**src/rtl/freq_meter.sv**
```systemverilog
// Gated frequency counter: counts synchronized rising edges of sig_in over a
// GATE_CYC-cycle window and publishes the saturating count with a valid strobe.
module freq_meter #(
  parameter int CLK_IN  = 100_000_000,
  parameter int GATE_HZ = 1,
  parameter int CNT_W   = 32
) (
  input  logic             clk,
  input  logic             rst,
  input  logic             en,
  input  logic             sig_in,
  output logic [CNT_W-1:0] freq,
  output logic             valid,
  output logic             ovf,
  output logic             busy
);
  localparam int GATE_CYC = CLK_IN / GATE_HZ;
  localparam int GATE_W   = $clog2(GATE_CYC);
  localparam logic [GATE_W-1:0] GATE_LAST = GATE_W'(GATE_CYC - 1);
  localparam logic [CNT_W-1:0]  CNT_MAX   = '1;

  typedef enum logic {IDLE, GATE} state_t;

  state_t            state, state_nxt;
  logic              s1, s2, s3;
  logic              rise;
  logic [GATE_W-1:0] gate_cnt, gate_cnt_nxt;
  logic [CNT_W-1:0]  edge_cnt, edge_cnt_nxt;
  logic              sat, sat_nxt;
  logic [CNT_W-1:0]  freq_nxt;
  logic              ovf_nxt, valid_nxt;
  logic [CNT_W:0]    sum;

  // Returns {saturated, result}; holds at all-ones instead of wrapping.
  function automatic logic [CNT_W:0] sat_add(input logic [CNT_W-1:0] a, input logic inc);
    if (inc && (a == CNT_MAX)) return {1'b1, CNT_MAX};
    return {1'b0, a + CNT_W'(inc)};
  endfunction

  assign rise = s2 & ~s3;
  assign sum  = sat_add(edge_cnt, rise);

  always_comb begin
    state_nxt    = state;
    gate_cnt_nxt = gate_cnt;
    edge_cnt_nxt = edge_cnt;
    sat_nxt      = sat;
    freq_nxt     = freq;
    ovf_nxt      = ovf;
    valid_nxt    = 1'b0;
    case (state)
      IDLE: begin
        gate_cnt_nxt = '0;
        edge_cnt_nxt = '0;
        sat_nxt      = 1'b0;
        if (en) state_nxt = GATE;
      end
      GATE: begin
        if (gate_cnt == GATE_LAST) begin
          // Window end publishes even if en drops in this same cycle.
          freq_nxt     = sum[CNT_W-1:0];
          ovf_nxt      = sat | sum[CNT_W];
          valid_nxt    = 1'b1;
          gate_cnt_nxt = '0;
          edge_cnt_nxt = '0;
          sat_nxt      = 1'b0;
          if (!en) state_nxt = IDLE;
        end else if (!en) begin
          state_nxt    = IDLE;
          gate_cnt_nxt = '0;
          edge_cnt_nxt = '0;
          sat_nxt      = 1'b0;
        end else begin
          gate_cnt_nxt = gate_cnt + GATE_W'(1);
          edge_cnt_nxt = sum[CNT_W-1:0];
          sat_nxt      = sat | sum[CNT_W];
        end
      end
      default: state_nxt = IDLE;
    endcase
  end

  always_ff @(posedge clk) begin
    if (rst) begin
      state    <= IDLE;
      s1       <= 1'b0;
      s2       <= 1'b0;
      s3       <= 1'b0;
      gate_cnt <= '0;
      edge_cnt <= '0;
      sat      <= 1'b0;
      freq     <= '0;
      ovf      <= 1'b0;
      valid    <= 1'b0;
      busy     <= 1'b0;
    end else begin
      state    <= state_nxt;
      s1       <= sig_in;
      s2       <= s1;
      s3       <= s2;
      gate_cnt <= gate_cnt_nxt;
      edge_cnt <= edge_cnt_nxt;
      sat      <= sat_nxt;
      freq     <= freq_nxt;
      ovf      <= ovf_nxt;
      valid    <= valid_nxt;
      busy     <= (state_nxt == GATE);
    end
  end
endmodule
```
**config.mk**
```make
export PLATFORM = sky130hd
export DESIGN_NAME = freq_meter
export DESIGN_NICKNAME = d
export VERILOG_FILES = /design/src/rtl/freq_meter.sv
export SDC_FILE = /design/constraint.sdc
export NUM_CORES = 1
export LEC_CHECK = 0
export CORE_UTILIZATION = 30
export DETAILED_ROUTE_END_ITERATION = 10
export PLACE_DENSITY_LB_ADDON = 0.08
export SKIP_CTS_REPAIR_TIMING = 1
export SYNTH_ARGS = -nofsm -noshare
export SYNTH_HDL_FRONTEND = slang
export SYNTH_SLANG_ARGS = --single-unit
export TNS_END_PERCENT = 100
```
**constraint.sdc**
```tcl
create_clock -name clk -period 3.2 [get_ports clk]
set_input_delay 0.8 -clock clk [delete_from_list [all_inputs] [get_ports clk]]
set_output_delay 0.8 -clock clk [all_outputs]
set_load 0.01 [all_outputs]
```
### After elaboration in Yosys (flattened, before gate mapping)

Cells that the tools add are included.

* register bits: 98
* input port bits: 4
* word-level logic and storage cells: 35

* muxes and demuxes: 14
* reduce and logical (&&, ||, !) cells: 3
* add/sub/neg operators: 2
* equality and inequality tests: 2
* bitwise gates (word level): 4

Operator list (count)
* 33-bit 2-to-1 mux: 2
* 32-bit 2-to-1 mux: 2
* 32-bit one-hot mux with 2 select lines: 1
* 27-bit 2-to-1 mux: 2
* 27-bit one-hot mux with 2 select lines: 1
* 32-bit by 1-bit adder with 32-bit output: 1
* 32-bit equality test (second input constant): 1
* 27-bit by 1-bit adder with 27-bit output (second input constant): 1
* 27-bit equality test (second input constant): 1
* 1-bit 2-to-1 mux: 5
* 1-bit inverter: 2
* 1-bit one-hot mux with 2 select lines: 1
* 2-bit AND reduction: 1
* 2-bit OR reduction: 1
* 1-bit AND: 1
* 1-bit logical AND: 1
* 1-bit OR: 1

### Longest topological paths before layout

Gate-level depths: netlist of the first run.

* depth in word-level cells: 9
* mapped depth: 8
* depth with buffers taken out: 8

### Worst setup path after synthesis of the first run

No wires, ideal clock.

* path kind: reg-to-reg
* from: reg gate_cnt[0]
* to: reg freq[17]
* cell stages (with the launch flop): 8
* buffers on the path: 1
* arrival time: 1987 ps
* setup time: 134 ps
* setup slack: 1078 ps
* required time: 3066 ps
* cells stage by stage: dfxtp_1 > ha_1 > and4_1 > nand4_2 > or4_1 > nor2_1 > buf_2 > a211oi_1

* cells in the longest elaborated chain, start to end: 2

Ends and longest elaborated chain
* start, declared: line 27 `logic [GATE_W-1:0] gate_cnt, gate_cnt_nxt;`
* start signal, assigned: line 101 `gate_cnt <= gate_cnt_nxt;`
* 27-bit equality test: line 59 `if (gate_cnt == GATE_LAST) begin`
* 2-bit AND reduction (no line)
* end signal, assigned: line 104 `freq <= freq_nxt;`
* end, declared: line 12 `output logic [CNT_W-1:0] freq,`

No other way between the ends.
A chain may end at the register's enable or synchronous reset.

### Final worst setup path of the first run

* from: reg gate_cnt[11]
* to: reg edge_cnt[26]

* cells in the longest elaborated chain, start to end: 3

Ends and longest elaborated chain
* 27-bit equality test: line 59
* 32-bit 2-to-1 mux: line 59
* 32-bit one-hot mux with 2 select lines: line 51 `case (state)`
* end signal, assigned: line 102 `edge_cnt <= edge_cnt_nxt;`
* end, declared: line 28 `logic [CNT_W-1:0] edge_cnt, edge_cnt_nxt;`

No other way between the ends.

==> results.json, run 1 <==
{
  "cts_sinks": 98,
  "sw_frac_of_total_pct": 21.2,
  "fp.dieH_um": 120,
  "ys.flop_type": "dfxtp_1",
  "nets": 507,
  "fin_crit_ns": 2.53,
  "gp_congestion": 0.778,
  "rows": 42,
  "ys_seq_area_share_pct": 47.3,
  "start_util_pct": 31.1,
  "clk_latency_ns": 0.35,
  "max_cap_viol_count": 0,
  "synth_area_leaders": "dfxtp_1 (47%), nor2_1 (9.0%), xnor2_1 (8.9%), a211oi_1 (5.4%), nand4_1 (2.9%)",
  "async_reset_ff_share_pct": 0,
  "grt_pass1_wl_mm": 16.6,
  "die_area_um2": 14300,
  "synth_area_um2": 4150,
  "antenna_left": 0,
  "grt_max_degree": 38,
  "drt_first_iter_violations": 128,
  "crit_slowest_cell": "or4_1",
  "ys_seq_elements": 98,
  "p_clk_share_pct": 45.0,
  "power.net_switching_mw": 0.482,
  "skew_ns": 0.00828,
  "hold_viol": 0,
  "rsz0062_at_grt": "no",
  "clk_pin_slew_ns": 0.07,
  "hp-class": "reg2reg",
  "yosys.area.top_type_share_pct": 47.3,
  "grt_pass1_vias": 3298,
  "synth_fp_nets": 474,
  "synth_edf_count": 0,
  "post_drt_wl_per_cell_um": 14.5,
  "syn_inst": 467,
  "fp.coreArea_um2": 13300,
  "cts_max_path_buffers": 2,
  "postSynthAreaPerCell_um2": 8.88,
  "cts_root_buffer": "clkbuf_16",
  "area_growth_pct": 19.7,
  "fin_total_pwr_mw": 2.28,
  "cpLargestDelayFamily": "simple AND/OR/NAND/NOR gates",
  "antenna_cells": 0,
  "cts_buffers": 9,
  "status": "finished clean",
  "fp.dieW_um": 120,
  "p_leak_nw": 1.49,
  "place.detailed.hpwl_mm": 6.92,
  "p_seq_share_pct": 53.8,
  "port_buffers": 38,
  "cp.arrival_ns": 2.74,
  "path_max_fanout": 16,
  "antenna_found_initial": 0,
  "num_io_pins": 39,
  "drc": 0,
  "synth_area_leader_cell": "dfxtp_1",
  "fin_setup_tns_ns": 0,
  "end_kind": "flop",
  "vias_per_cell": 4.90,
  "critPathMaxStageDelay_ns": 0.64,
  "cellPowerDensity_nw_per_um2": 458,
  "gr-total-overflow": 0,
  "timing.final.crit_share_pct": 79.1,
  "ys_types": 35,
  "firstDrtPassIters": 4,
  "internal_power_mw": 1.79,
  "track_usage_pct": 14.9,
  "max_freq_mhz": 395,
  "tightest_slew_ns": 0.943,
  "path_cells": "nor4bb_1 -> nand3_1 -> or4_1 -> o211ai_4 -> buf_4 -> a21oi_1",
  "max_slew_margin_pct": 36.5,
  "yosysWarnings": 0,
  "setup_viol_count_final": 0,
  "drive_above_1_share_pct": 5.36,
  "crit_path_start_kind": "flop",
  "drv_slew": 0,
  "worst-path-buf-inv": 1,
  "cts_tree": "yes",
  "vias": 3334,
  "fin_util_pct": 37.2,
  "cts_max_level": 3,
  "crit_type": "reg2reg",
  "cp.required_ns": 3.41,
  "r2r_slack_ns": 0.67,
  "comb_power_share_pct": 1.2,
  "wirelength_mm": 9.87,
  "peakVddDrop_v": 0.000201
}
## through the flow
stage                     hold slack (ns)  instance area (um^2)  std cells  worst slack (ns)
after global placement              0.441                  4690        665             0.640
after detailed placement            0.447                  4690        665             0.666
after CTS                           0.461                  4960        680             0.649
final                               0.456                  4960        680             0.668
after floorplan                     0.414                  4150        467              1.08
after global routing                0.468                  4960        680             0.353
## path summary, 6_finish.rpt
path | cells after the start | endpoint | from
worst max-delay path | 6 | edge_cnt[26]$_SDFF_PP0_ | gate_cnt[11]$_SDFF_PP0_
worst min-delay path | 1 | s2$_SDFF_PP0_ | s1$_SDFF_PP0_
worst max register to register | 6 | edge_cnt[26]$_SDFF_PP0_ | gate_cnt[11]$_SDFF_PP0_
worst min register to register | 1 | s2$_SDFF_PP0_ | s1$_SDFF_PP0_
## kinds of logic after synthesis
logic type	count (synthesis)	share of synthesized area [%]
xor gates and xnor gates	53	11.2
adders and majority gates	3	0.905
DFF	98	47.3
and+or+nand+nor	228	28.2
buffers and inverters	31	3.65
AOI/OAI and AO/OA	54	8.81
## cell usage after synthesis, types with 2 or more instances
master / number
nand4_1: 19
buf_6: 3
xnor2_1: 42
nor2b_1: 7
buf_2: 10
inv_1: 7
and3_1: 5
dfxtp_1: 98
nor4b_1: 2
nor2_1: 100
ha_1: 3
and2_1: 3
clkbuf_1: 11
or4_1: 3
a211oi_1: 30
nor4_1: 16
nor3b_1: 2
and4_1: 12
nand2_1: 20
a21oi_1: 15
nand3_1: 20
nor3_1: 11
xor2_1: 11
o21bai_1: 3
a31oi_1: 4
## flip-flops by register name, indices dropped and copies added, names as in the netlist
register / flops
s3: 1
s1: 1
sat: 1
freq: 32
state: 1
gate_cnt: 27
valid: 1
s2: 1
edge_cnt: 32
ovf: 1
## area by class of cell
cell class | instances | area [um^2]
Clock buffer | 12 | 256
Clock inverter | 3 | 15.0
Fill cell | 1400 | 8380
Inverter | 7 | 26.3
Multi-Input combinational cell | 338 | 2040
Sequential cell | 98 | 1960
Tap cell | 176 | 220
Timing Repair Buffer | 46 | 440
## power by group through the flow
stage | clock network, mW | registers (mW) | logic (mW)
2_1_floorplan | 0 | 1.25 | 0.0173
3_3_place_gp | 0 | 1.25 | 0.0290
3_5_place_dp | 0 | 1.25 | 0.0292
4_1_cts | 1.06 | 1.22 | 0.0293
5_1_grt | 1.11 | 1.22 | 0.0314
6_report | 1.02 | 1.22 | 0.0284
## layer usage
layer,track usage (%),up-vias,routed length [um]
li1,-,1706,-
met1,20.2,1568,5050
met2,22.7,42,4390
met3,2.90,18,232
met4,7.03,0,206
met5,0,-,0
## cells in the final DEF, fill, tap and decap left out, types with 2 or more instances in the layout
| cell | n |
|---|---|
| clkdlybuf4s50_1 | 38 |
| nor3b_1 | 2 |
| nor3_1 | 11 |
| a31oi_1 | 4 |
| and3_1 | 5 |
| nand3_1 | 20 |
| clkbuf_8 | 2 |
| clkbuf_16 | 9 |
| inv_1 | 7 |
| xor2_1 | 11 |
| ha_1 | 3 |
| nor2_1 | 100 |
| and2_1 | 3 |
| o21bai_1 | 3 |
| a21oi_1 | 15 |
| nand4_1 | 19 |
| nand2_1 | 20 |
| or4_1 | 3 |
| xnor2_1 | 42 |
| a211oi_1 | 30 |
| dfxtp_1 | 98 |
| buf_4 | 8 |
| clkinv_2 | 3 |
| and4_1 | 12 |
| nor4b_1 | 2 |
| nor4_1 | 16 |
| nor2b_1 | 7 |
No activity file was read; power rests on OpenSTA's default activity.
==> inputs of run 2 (changes only) <==
==> constraint.sdc (replaced) <==
create_clock -name clk -period 2.6 [get_ports clk]
set_input_delay 0.65 -clock clk [delete_from_list [all_inputs] [get_ports clk]]
set_output_delay 0.65 -clock clk [all_outputs]
set_load 0.01 [all_outputs]
==> run 2 against run 1 <==
- via count down 2.2%
- clock power up 38%
- cell area up 2.3%
- power up 30%
- fmax up 8.1%
- critical path type unchanged
- sequential power up 24%
- sequential share of layout area down 0.89 points
- clock skew about the same
- wire length down 1.4%
==> results.json, run 2 (same netlist as run 1, synthesis figures left out) <==
{
  "status": "finished clean",
  "timing.final.crit_share_pct": 90.0,
  "place.detailed.hpwl_mm": 6.81,
  "worstHoldPathCells": 1,
  "max_cap_viol_count": 0,
  "die_area_um2": 14300,
  "num_io_pins": 39,
  "hold_viol": 0,
  "hp-class": "reg2reg",
  "final_common_cell": "nor2_1",
  "vias_per_cell": 4.74,
  "fin_hold_ws_ns": 0.455,
  "cp.required_ns": 2.87,
  "port_buffers": 38,
  "cts_tree": "yes",
  "gp_congestion": 0.778,
  "track_usage_pct": 14.9,
  "worst-path-buf-inv": 0,
  "post_drt_wl_per_cell_um": 14.1,
  "fp.coreArea_um2": 13300,
  "p_leak_nw": 1.55,
  "vias": 3259,
  "clk_pin_slew_ns": 0.07,
  "antenna_left": 0,
  "r2r_slack_ns": 0.26,
  "regArea_um2": 1960,
  "gr-total-overflow": 0,
  "end_kind": "flop",
  "fp.dieW_um": 120,
  "drc": 0,
  "crit_type": "reg2reg",
  "fin_setup_tns_ns": 0,
  "pre_cts_slack_ns": 0.0895,
  "r2r_end": "freq[18]$_SDFFE_PP0P_",
  "drive_above_1_share_pct": 7.23,
  "r2r_cells": 8,
  "reg.largest.list": "edge_cnt x32, freq x32, gate_cnt x27",
  "reg2reg_from": "s2$_SDFF_PP0_",
  "startpoint": "s2$_SDFF_PP0_",
  "skew_ns": 0.00812,
  "fin_util_pct": 38.0,
  "nets": 515,
  "antenna_cells": 0,
  "peakVddDrop_v": 0.000373,
  "clk_latency_ns": 0.35,
  "multiInputGateArea_um2": 2050,
  "drv_slew": 0,
  "grt_max_degree": 38,
  "max_freq_mhz": 427,
  "area_growth_pct": 22.4,
  "max_slew_margin_pct": 72.2,
  "nFillCells": 1405,
  "cts_root_buffer": "clkbuf_16",
  "postLayoutSetupSlackWorst_ns": 0.259,
  "critPathMaxStageDelay_ns": 0.33,
  "rsz0062_at_grt": "no",
  "cts_sinks": 98,
  "cp.arrival_ns": 2.61,
  "cts_max_path_buffers": 2,
  "hp-start": "s1$_SDFF_PP0_",
  "fp.dieH_um": 120,
  "drt_first_iter_violations": 125,
  "grt_pass1_wl_mm": 16.5,
  "firstDrtPassIters": 4,
  "crit_slowest_cell": "dfxtp_1",
  "cts_max_level": 3,
  "cpLargestDelayFamily": "simple AND/OR/NAND/NOR gates",
  "hold-path-endpoint": "s2$_SDFF_PP0_",
  "fin_total_pwr_mw": 2.95,
  "crit_path_start_kind": "flop",
  "grt_pass1_vias": 3223,
  "wirelength_mm": 9.73,
  "cellPowerDensity_nw_per_um2": 582,
  "path_common_cell": "ha_1",
  "rows": 42,
  "fin_crit_ns": 2.34,
  "antenna_found_initial": 0,
  "start_util_pct": 31.1,
  "path_max_fanout": 6,
  "setup_viol_count_final": 0,
  "tightest_slew_ns": 0.417,
  "path_cells": "nor2b_1 -> ha_1 -> ha_1 -> and3_1 -> nand4_1 -> nor3_1 -> xnor2_1 -> a211oi_1",
  "cts_buffers": 9,
  "layout_common_cells": "nor2_1 (100), dfxtp_1 (98), xnor2_1 (42)"
}
-- run 2: per-stage QoR --
step | instances | instance area (um^2)
2_1_floorplan | 467 | 4150
3_3_place_gp | 673 | 4770
3_5_place_dp | 673 | 4770
4_1_cts | 688 | 5070
5_1_grt | 688 | 5080
6_report | 688 | 5080
-- run 2: worst max-delay path by stage --
stage	depth (start not counted)	endpoint
2_1_floorplan	7	freq[17]$_SDFFE_PP0P_
3_3_place_gp	8	freq[14]$_SDFFE_PP0P_
3_5_place_dp	8	freq[14]$_SDFFE_PP0P_
4_1_cts	8	freq[14]$_SDFFE_PP0P_
5_1_grt	8	freq[14]$_SDFFE_PP0P_
6_report	8	freq[18]$_SDFFE_PP0P_
-- run 2: final cells by class --
type | instances | area share (%)
multi-input combinational | 338 | 40.4
tap | 176 | 4.34
clock buffer | 9 | 4.43
timing repair buffer | 54 | 10.1
clock inverter | 6 | 1.63
sequential | 98 | 38.6
inverter | 7 | 0.517
-- run 2: power breakdown --
| group | switching (mW) | internal (mW) |
|---|---|---|
| clock network | 0.581 | 0.832 |
| logic | 0.0224 | 0.0125 |
| registers | 0.00258 | 1.50 |
-- run 2: metal layers --
layer  GRT usage, %  share of wire [%]
met5              0                  0
met4           5.47                1.5
met3           4.66                3.6
met2           23.2                 46
met1           19.2                 49
-- run 2: worst reg2reg max path: cells and delay by family (launching register included) --
family                     cells  cell delay, ns
AOI/OAI and AO/OA              1            0.22
xor gates and xnor gates       1            0.12
adders and majority gates      2            0.49
DFF                            1            0.33
and+or+nand+nor                4            1.10
